**src/rtl/program_loader.sv**
```systemverilog
// program_loader: streams a {NI, ND, NI instruction words, ND data words} image into
// instruction and data memories, then enables the CPU until stopped.
module program_loader #(
    parameter int DATA_W     = 32,
    parameter int ADDR_STEP  = 4,
    parameter int IMEM_DEPTH = 512,
    parameter int DMEM_DEPTH = 1024
) (
    input  logic              clk,
    input  logic              arst_n,
    input  logic              start,
    input  logic              stop,
    input  logic              in_valid,
    input  logic [DATA_W-1:0] in_data,
    output logic              in_ready,
    output logic [31:0]       addr_ext,
    output logic              wen_ext,
    output logic [DATA_W-1:0] wdata_ext,
    output logic [31:0]       addr_ext_2,
    output logic              wen_ext_2,
    output logic [DATA_W-1:0] wdata_ext_2,
    output logic              cpu_enable,
    output logic              busy,
    output logic              error
);
    localparam int MAX_D = IMEM_DEPTH > DMEM_DEPTH ? IMEM_DEPTH : DMEM_DEPTH;
    localparam int CW    = $clog2(MAX_D + 1);

    localparam logic [2:0] IDLE   = 3'd0;
    localparam logic [2:0] HDR_I  = 3'd1;
    localparam logic [2:0] HDR_D  = 3'd2;
    localparam logic [2:0] LOAD_I = 3'd3;
    localparam logic [2:0] LOAD_D = 3'd4;
    localparam logic [2:0] RUN    = 3'd5;
    localparam logic [2:0] ERROR  = 3'd6;

    logic [2:0]        r_state, w_next;
    logic [DATA_W-1:0] r_ni, r_nd;
    logic [CW-1:0]     r_cnt;
    logic              r_wen_i, r_wen_d, r_cpu_en;
    logic [31:0]       r_addr_i, r_addr_d;
    logic [DATA_W-1:0] r_data_i, r_data_d;
    logic              w_beat, w_last, w_hdr_bad;

    assign in_ready  = r_state inside {HDR_I, HDR_D, LOAD_I, LOAD_D};
    assign busy      = in_ready;
    assign error     = r_state == ERROR;
    assign w_beat    = in_valid && in_ready;
    assign w_last    = DATA_W'(r_cnt) + DATA_W'(1) == (r_state == LOAD_I ? r_ni : r_nd);
    assign w_hdr_bad = r_ni > DATA_W'(IMEM_DEPTH) || in_data > DATA_W'(DMEM_DEPTH);

    always_comb begin
        w_next = r_state;
        case (r_state)
            IDLE, ERROR: w_next = start ? HDR_I : r_state;
            HDR_I:       w_next = w_beat ? HDR_D : HDR_I;
            HDR_D:       if (w_beat) w_next = w_hdr_bad ? ERROR : r_ni != '0 ? LOAD_I :
                                              in_data != '0 ? LOAD_D : RUN;
            LOAD_I:      if (w_beat && w_last) w_next = r_nd != '0 ? LOAD_D : RUN;
            LOAD_D:      if (w_beat && w_last) w_next = RUN;
            RUN:         w_next = stop ? IDLE : RUN;
            default:     w_next = IDLE;
        endcase
    end

    always_ff @(posedge clk or negedge arst_n) begin
        if (!arst_n) begin
            r_state  <= IDLE;
            r_ni     <= '0;
            r_nd     <= '0;
            r_cnt    <= '0;
            r_wen_i  <= 1'b0;
            r_wen_d  <= 1'b0;
            r_addr_i <= '0;
            r_addr_d <= '0;
            r_data_i <= '0;
            r_data_d <= '0;
            r_cpu_en <= 1'b0;
        end else begin
            r_state  <= w_next;
            r_wen_i  <= w_beat && r_state == LOAD_I;
            r_wen_d  <= w_beat && r_state == LOAD_D;
            // registered from RUN so it rises on the edge the last write lands
            r_cpu_en <= r_state == RUN && !stop;
            if (w_beat && r_state == HDR_I) r_ni <= in_data;
            if (w_beat && r_state == HDR_D) r_nd <= in_data;
            if (w_beat && r_state == LOAD_I) begin
                r_addr_i <= 32'(r_cnt) * 32'(ADDR_STEP);
                r_data_i <= in_data;
            end
            if (w_beat && r_state == LOAD_D) begin
                r_addr_d <= 32'(r_cnt) * 32'(ADDR_STEP);
                r_data_d <= in_data;
            end
            if (w_next != r_state) r_cnt <= '0;
            else if (w_beat && (r_state == LOAD_I || r_state == LOAD_D)) r_cnt <= r_cnt + 1'b1;
        end
    end

    assign addr_ext    = r_addr_i;
    assign wen_ext     = r_wen_i;
    assign wdata_ext   = r_data_i;
    assign addr_ext_2  = r_addr_d;
    assign wen_ext_2   = r_wen_d;
    assign wdata_ext_2 = r_data_d;
    assign cpu_enable  = r_cpu_en;
endmodule
```
**config.mk**
```make
export PLATFORM = sky130hd
export DESIGN_NAME = program_loader
export DESIGN_NICKNAME = d
export VERILOG_FILES = /design/src/rtl/program_loader.sv
export SDC_FILE = /design/constraint.sdc
export NUM_CORES = 1
export LEC_CHECK = 0
export CAP_MARGIN = 20
export CORE_UTILIZATION = 46
export DETAILED_ROUTE_END_ITERATION = 6
export GPL_ROUTABILITY_DRIVEN = 0
export GPL_TIMING_DRIVEN = 0
export HOLD_SLACK_MARGIN = 0.05
export PLACE_DENSITY_LB_ADDON = 0.12
export SETUP_SLACK_MARGIN = 0.02
export SLEW_MARGIN = 20
export SYNTH_ARGS = -nofsm -noshare
export SYNTH_HDL_FRONTEND = slang
export SYNTH_SLANG_ARGS = --single-unit
```
**constraint.sdc**
```tcl
create_clock -name clk -period 2.77 [get_ports clk]
set_input_delay 0.4155 -clock clk [delete_from_list [all_inputs] [get_ports clk]]
set_output_delay 0.4155 -clock clk [all_outputs]
set_load 0.01 [all_outputs]
```
==> metrics, run 1 <==
outcome finished, violations left; failing checks negative setup slack; DP HPWL between 10 and 15 mm; max cap viols 0; clk slew on worst S/H paths approximately 70 ps; Clk Latency, worst-skew pair 430 ps; Cell Area, Synth roughly 0.0078 mm²; wire per inst approximately 16 µm; CTS Sinks between 150 and 200; initial antenna violation count 0; Routed Antenna Nets 0; max incr delay on CP between 400 and 500 ps; Chip Height between 100 and 150 µm; EDFF count, synth 0; Worst Setup End Kind flip-flop; Seq/Total Area, Yosys 0.537; vias in the first global route about 5,700; DR DRC count 0; first-pass GRT wire length 30.8 mm; CTS H-tree lvls 4; drt first-iter violations between 400 and 500; CTS Buf Count 17; Post-DP Area about 0.0095 mm²; Total Nets Final between 1,000 and 1,500; Total Wirelength between 15 and 20 mm; worst path bufs/invs 3; Crit path max-delay family simple AND/OR/NAND/NOR gates; Hold Path Class reg2reg; DR vias/cell 5.00; Rel. slew slack 0.456; Synth-to-Final Area Change 33.8%; Remaining Overflow, GRT 0; die width roughly 130 µm; Slew Limit Fails 0; Row Count 47; fmax 357 MHz; WS Path Type reg2reg; Top FF cell, synth dfrtp_1; Worst Path Required 3070 ps; RSZ-0062 raised after global routing yes; core area about 0.017 mm²; Die Area around 0.017 mm²; detailed-route via count ~6,100; VDD IR max between 0.0005 and 0.0006 V; Leakage between 4 and 5 nW; Diodes inserted 0; maximum fanout along the worst path 10; total power about 10 mW; highest-delay cell along the critical path or4_1; Ys Warns 0; share of layout cells above drive strength 1 0.199; worst slew pin tran just over 800 ps; root buffer cell clkbuf_16; Setup Viol. Count Final 5; Final Skew between 9 and 10 ps; largest net degree at the start of global routing 100; Mean Syn Cell Area between 9 and 10 µm²; asr flop ratio synth 1.00; Final period util 1.01; Clock Path Buffers 2; Final Cell Area between 0.01 and 0.015 mm²; #FFs+latches synth roughly 170; Setup crit start kind flip-flop; Final Critical Period ~2800 ps; synth unique cells 47; crit-path most repeated cell buf_6; drt first pass iters 7; port bufs about 130; Final Worst Setup Slack -34.8 ps; CTS tree yes; Initial Utilization 0.471; Power Dens Cells 1000 mW/mm²; Post-Synthesis Cells about 790; CP cell instances buf_6 -> and3b_1 -> buf_6 -> buf_12 -> mux2i_4 -> xnor2_1 -> a211oi_2 -> nand4_4 -> or4_1 -> a221o_1; gr usage total 0.227; I/O Pins about 170; Worst EP arrival a little over 3000 ps; Final Hold Fails 0
through the flow:
step	TNS, ps	hold slack, ps	cells	worst slack [ps]	util
after floorplan	0	120	828	158	-
after global placement	-994590	458	1176	-5730	0.575
after detailed placement	-13310	416	1178	-613	0.577
after CTS	0	477	1211	10.8	0.622
after global routing	-1020	491	1215	-103	0.630
final	-100	472	1215	-34.8	0.630
power breakdown:
part	leakage [nW]	switching, mW	internal, mW
logic	2.44	1.86	2.14
registers	2.10	0.648	3.42
clock network	0.282	0.973	1.41
layout make-up:
| type | count | area (µm²) |
|---|---|---|
| flip-flops and latches | 167 | 4180 |
| clock buffers | 18 | 429 |
| multi-input cells | 568 | 3420 |
| repair buffers | 139 | 1400 |
| well taps | 220 | 275 |
| inverters | 8 | 30.0 |
| fillers | 1394 | 6110 |
| plain buffers | 83 | 529 |
| clock inverters | 12 | 155 |
worst min-delay path: stages (launching register included):
cell and delay (ps):
dfrtp_1 340, nand2_1 50, nand2_1 50
cell usage in the layout (no fill, tap or decap), drive strengths merged, types with 3 or more instances in the layout:
cell,netlist,final
mux2i,10,10
o31ai,3,3
o21ai,12,12
bufinv,0,3
nor4,22,22
xnor2,20,20
nand2,272,272
clkdlybuf4s50,0,127
a21oi,7,7
nor3,22,22
clkbuf,30,46
mux2,64,64
inv,8,9
and3,3,3
nand4,6,6
conb,1,42
nand3,12,12
buf,55,66
or2,3,3
clkinv,0,6
nor2,24,24
or4,7,7
nor2b,5,5
xor2,6,6
dfrtp,167,167
routing by layer:
layer	track usage	wire, µm	vias to the layer above
met3	0.0519	935	31
met5	0	0	-
met1	0.308	8410	2924
li1	-	-	2918
met4	0.0620	337	0
met2	0.367	9500	202
flip-flops by register name (all words and copies together), names as in the netlist:
signal and count:
r_nd 32, r_ni 32, wdata_ext 32, wdata_ext_2 32, addr_ext 11, addr_ext_2 11
r_cnt 11, r_state 3, cpu_enable 1, wen_ext 1, wen_ext_2 1
cell families (layout without fill, tap and decap cells):
| kind of cell | Yosys count | in the layout | synth area share |
|---|---|---|---|
| adders and majority gates | 1 | 1 | 0.00161 |
| buffers and inverters | 93 | 260 | 0.0706 |
| AOI/OAI and AO/OA | 34 | 34 | 0.0309 |
| muxes | 74 | 74 | 0.107 |
| xor gates and xnor gates | 28 | 28 | 0.0350 |
| other | 1 | 42 | 0.000482 |
| and+or+nand+nor | 389 | 389 | 0.218 |
| DFF | 167 | 167 | 0.537 |
path summary, 6_finish.rpt:
check	cells after the start	slack (ps)	from	end
setup / recovery	10	-30	r_state[2]$_DFF_PN0_	r_state[0]$_DFF_PN0_
hold / removal	2	470	addr_ext_2[8]$_DFFE_PN0P_	addr_ext_2[8]$_DFFE_PN0P_
setup reg to reg	10	-30	r_state[2]$_DFF_PN0_	r_state[0]$_DFF_PN0_
hold reg to reg	2	470	addr_ext_2[8]$_DFFE_PN0P_	addr_ext_2[8]$_DFFE_PN0P_
max in group asynchronous	3	1380	arst_n	wdata_ext[9]$_DFFE_PN0P_
min in group asynchronous	2	530	arst_n	addr_ext_2[6]$_DFFE_PN0P_
cell usage after synthesis, drive strengths merged (8+ instances only):
master,instances,area share
buf,55,0.052
nor2,24,0.012
dfrtp,167,0.54
clkbuf,30,0.014
mux2,64,0.093
nor4,22,0.018
nand3,12,0.0077
o21ai,12,0.0077
mux2i,10,0.014
inv,8,0.0039
nand2,272,0.13
xnor2,20,0.023
nor3,22,0.014
repair_timing:
| action | CTS | global route |
|---|---|---|
| buffers inserted | 3 | 4 |
| resized for setup | 26 | 22 |
| gates cloned | 0 | 1 |
| hold buffers | 1 | 0 |
| endpoints found under the setup margin | 14 | 14 |
| pin swaps | 6 | 2 |
| endpoints found under the hold margin | 68 | 0 |
Power figures use the tool's default switching activity.
==> run 2: changes to the inputs <==
--- a/config.mk
+++ b/config.mk
@@ -5,13 +5,14 @@
 export SDC_FILE = /design/constraint.sdc
 export NUM_CORES = 1
 export LEC_CHECK = 0
+export ABC_CLOCK_PERIOD_IN_PS = 2770
 export CAP_MARGIN = 20
 export CORE_UTILIZATION = 46
 export DETAILED_ROUTE_END_ITERATION = 6
 export GPL_ROUTABILITY_DRIVEN = 0
 export GPL_TIMING_DRIVEN = 0
 export HOLD_SLACK_MARGIN = 0.05
-export PLACE_DENSITY_LB_ADDON = 0.12
+export PLACE_DENSITY = 0.77
 export SETUP_SLACK_MARGIN = 0.02
 export SLEW_MARGIN = 20
 export SYNTH_ARGS = -nofsm -noshare
==> metrics, run 2 (synthesis gave the netlist of run 1 again) <==
outcome finished, violations left (unchanged); failing checks negative setup slack (unchanged); Worst Setup End Kind flip-flop (unchanged); fillers 1,345 (was 1,394); WS Path Type reg2reg (unchanged); Hold Path Class reg2reg (unchanged); detailed-route via count 6,044 (was 6,075); Worst Reg-to-Reg Cells 7 (was 10); filler-free cell count of the finished design 1,212 (was 1,215); DP HPWL 13.2 mm (was 13.3 mm); Post-Place Cells 1,178 (unchanged); R2R Setup Slk -120 ps (was -30 ps); Setup TNS -123 ps (was -100 ps); Clk Latency, worst-skew pair 430 ps (about the same); vias in the first global route 5,910 (was 5,657); max cap viols 0 (unchanged); Clock Path Buffers 2 (unchanged); root buffer cell clkbuf_16 (unchanged); Final Cell Area 0.0103 mm² (was 0.0104 mm²); port bufs 128 (unchanged); Worst Path Required 3080 ps (was 3070 ps); met1 Resource Use GR 0.308 (about the same); Final Skew 5.92 ps (was 9.92 ps); clk slew on worst S/H paths 70 ps (about the same); wire per inst 15.5 µm (was 15.8 µm); worst slew pin tran 715 ps (was 816 ps); R2R Path End r_state[0]$_DFF_PN0_ (unchanged); Post-DP Area 0.00954 mm² (about the same); hold slack final 473 ps (was 472 ps); I/O Pins 171 (unchanged); drt first-iter violations 336 (was 425); total power 10.5 mW (about the same); hold path start wdata_ext[24]$_DFFE_PN0P_ (was addr_ext_2[8]$_DFFE_PN0P_); Power Dens Cells 1020 mW/mm² (was 1000 mW/mm²); Final Worst Setup Slack -123 ps (was -34.8 ps); core area 0.0165 mm² (unchanged); Final period util 1.04 (was 1.01); Total Nets Final 1,017 (was 1,022); maximum fanout along the worst path 4 (was 10); Synth-to-Final Area Change 32.7% (was 33.8%); CTS Buf Count 17 (unchanged); FF+latch area 0.00418 mm² (unchanged); Setup crit start kind flip-flop (unchanged); Rel. slew slack 0.523 (was 0.456); area occupied by multi-input gates 0.00333 mm² (was 0.00342 mm²); Routed Antenna Nets 0 (unchanged); share of layout cells above drive strength 1 0.186 (was 0.199); VDD IR max 0.000562 V (was 0.000557 V); DP Worst Slack -397 ps (was -613 ps); Worst EP arrival 3200 ps (was 3110 ps); reg2reg start r_nd[24]$_DFFE_PN0P_ (was r_state[2]$_DFF_PN0_); final core occ 0.625 (was 0.630); met2 global-route usage 0.354 (was 0.367); commonest cells after routing, fill and taps aside nand2_1, dfrtp_1, clkdlybuf4s50_1 (unchanged); Row Count 47 (unchanged); hold path endpoint wdata_ext[24]$_DFFE_PN0P_ (was addr_ext_2[8]$_DFFE_PN0P_); Worst Hold Depth 2 (unchanged); Die Area 0.0174 mm² (unchanged); RSZ-0062 raised after global routing yes (unchanged); commonest non-fill, non-tap cell in the layout nand2_1 (unchanged); CTS H-tree lvls 4 (unchanged); Remaining Overflow, GRT 0 (unchanged); Total Wirelength 18.8 mm (was 19.2 mm); largest net degree at the start of global routing 88 (was 100); Leakage 4.79 nW (was 4.82 nW); gr usage total 0.225 (was 0.227); Final Hold Fails 0 (unchanged); CTS tree yes (unchanged); GRT busiest layer met2 (unchanged); die width 132 µm (unchanged); first-pass GRT wire length 30.8 mm (about the same); DR DRC count 0 (unchanged); fmax 346 MHz (was 357 MHz); Slew Limit Fails 0 (unchanged); Diodes inserted 0 (unchanged); initial antenna violation count 0 (unchanged); drt first pass iters 4 (was 7); Chip Height 132 µm (unchanged); met3 usage 0.0507 (was 0.0519); Setup Viol. Count Final 1 (was 5); Initial Utilization 0.471 (unchanged); Setup crit start r_nd[24]$_DFFE_PN0P_ (was r_state[2]$_DFF_PN0_); Final Critical Period 2890 ps (was 2800 ps); DR vias/cell 4.99 (was 5.00); CTS Sinks 167 (unchanged)
[run 2: changes by cell type in the layout (fill, tap and decap cells not counted), moves of 3 or more]
cell | previous run | this run
buf_4 | 53 | 48
inv_6 | 1 | 6
mux2i_1 | 3 | 8
mux2i_4 | 6 | 1
clkinv_4 | 3 | 0
[run 2: cell type report]
class / instances / share of cell area
clock inverter: 15 / 0.0208
clock buffer: 17 / 0.0412
timing repair buffer: 134 / 0.131
buffer: 83 / 0.0508
multi-input combinational: 568 / 0.322
tap: 220 / 0.0267
inverter: 8 / 0.00291
sequential: 167 / 0.405
[run 2: timing repair]
item | CTS | global route
pin swaps | 6 | 8
buffers inserted | 1 | 2
setup endpoints to repair | 32 | 15
resized for setup | 8 | 21
cloned | 0 | 0
hold buffers | 1 | 0
endpoints found under the hold margin | 80 | 0
[run 2: report_power, final]
part           internal [mW]  switching (mW)  total [mW]
clock                   1.54            1.04        2.58
sequential              3.42           0.644        4.07
combinational           2.05            1.80        3.85
total                   7.01            3.48        10.5
[run 2: how the worst max path moves through the flow]
stage                                    endpoint  slack (ps)
after floorplan              r_state[0]$_DFF_PN0_         160
after global placement    addr_ext[4]$_DFFE_PN0P_       -5460
after detailed placement     r_cnt[3]$_DFFE_PN0P_        -400
after CTS                    r_state[0]$_DFF_PN0_         -70
after global routing         r_state[0]$_DFF_PN0_        -180
final                        r_state[0]$_DFF_PN0_        -120
[run 2: routing by layer]
layer,wire length (µm),vias to the layer above
met2,8660,166
met1,8840,2950
met3,902,23
li1,-,2905
met4,385,0
met5,0,-
[run 2: critical path: stages, from the launching register on]
cell and delay (ps):
dfrtp_1 390, nor4_2 330, nand4_1 240, or3_4 450, a2111oi_4 320, nand4_2 200
or4_1 510, a221o_1 340
==> run 3: changes to the inputs <==
--- a/config.mk
+++ b/config.mk
@@ -6,7 +6,6 @@
 export NUM_CORES = 1
 export LEC_CHECK = 0
 export ABC_CLOCK_PERIOD_IN_PS = 2770
-export CAP_MARGIN = 20
 export CORE_UTILIZATION = 46
 export DETAILED_ROUTE_END_ITERATION = 6
 export GPL_ROUTABILITY_DRIVEN = 0
==> results of run 3 <==
The final DEF is identical to that of run 2; final timing and power are the same.
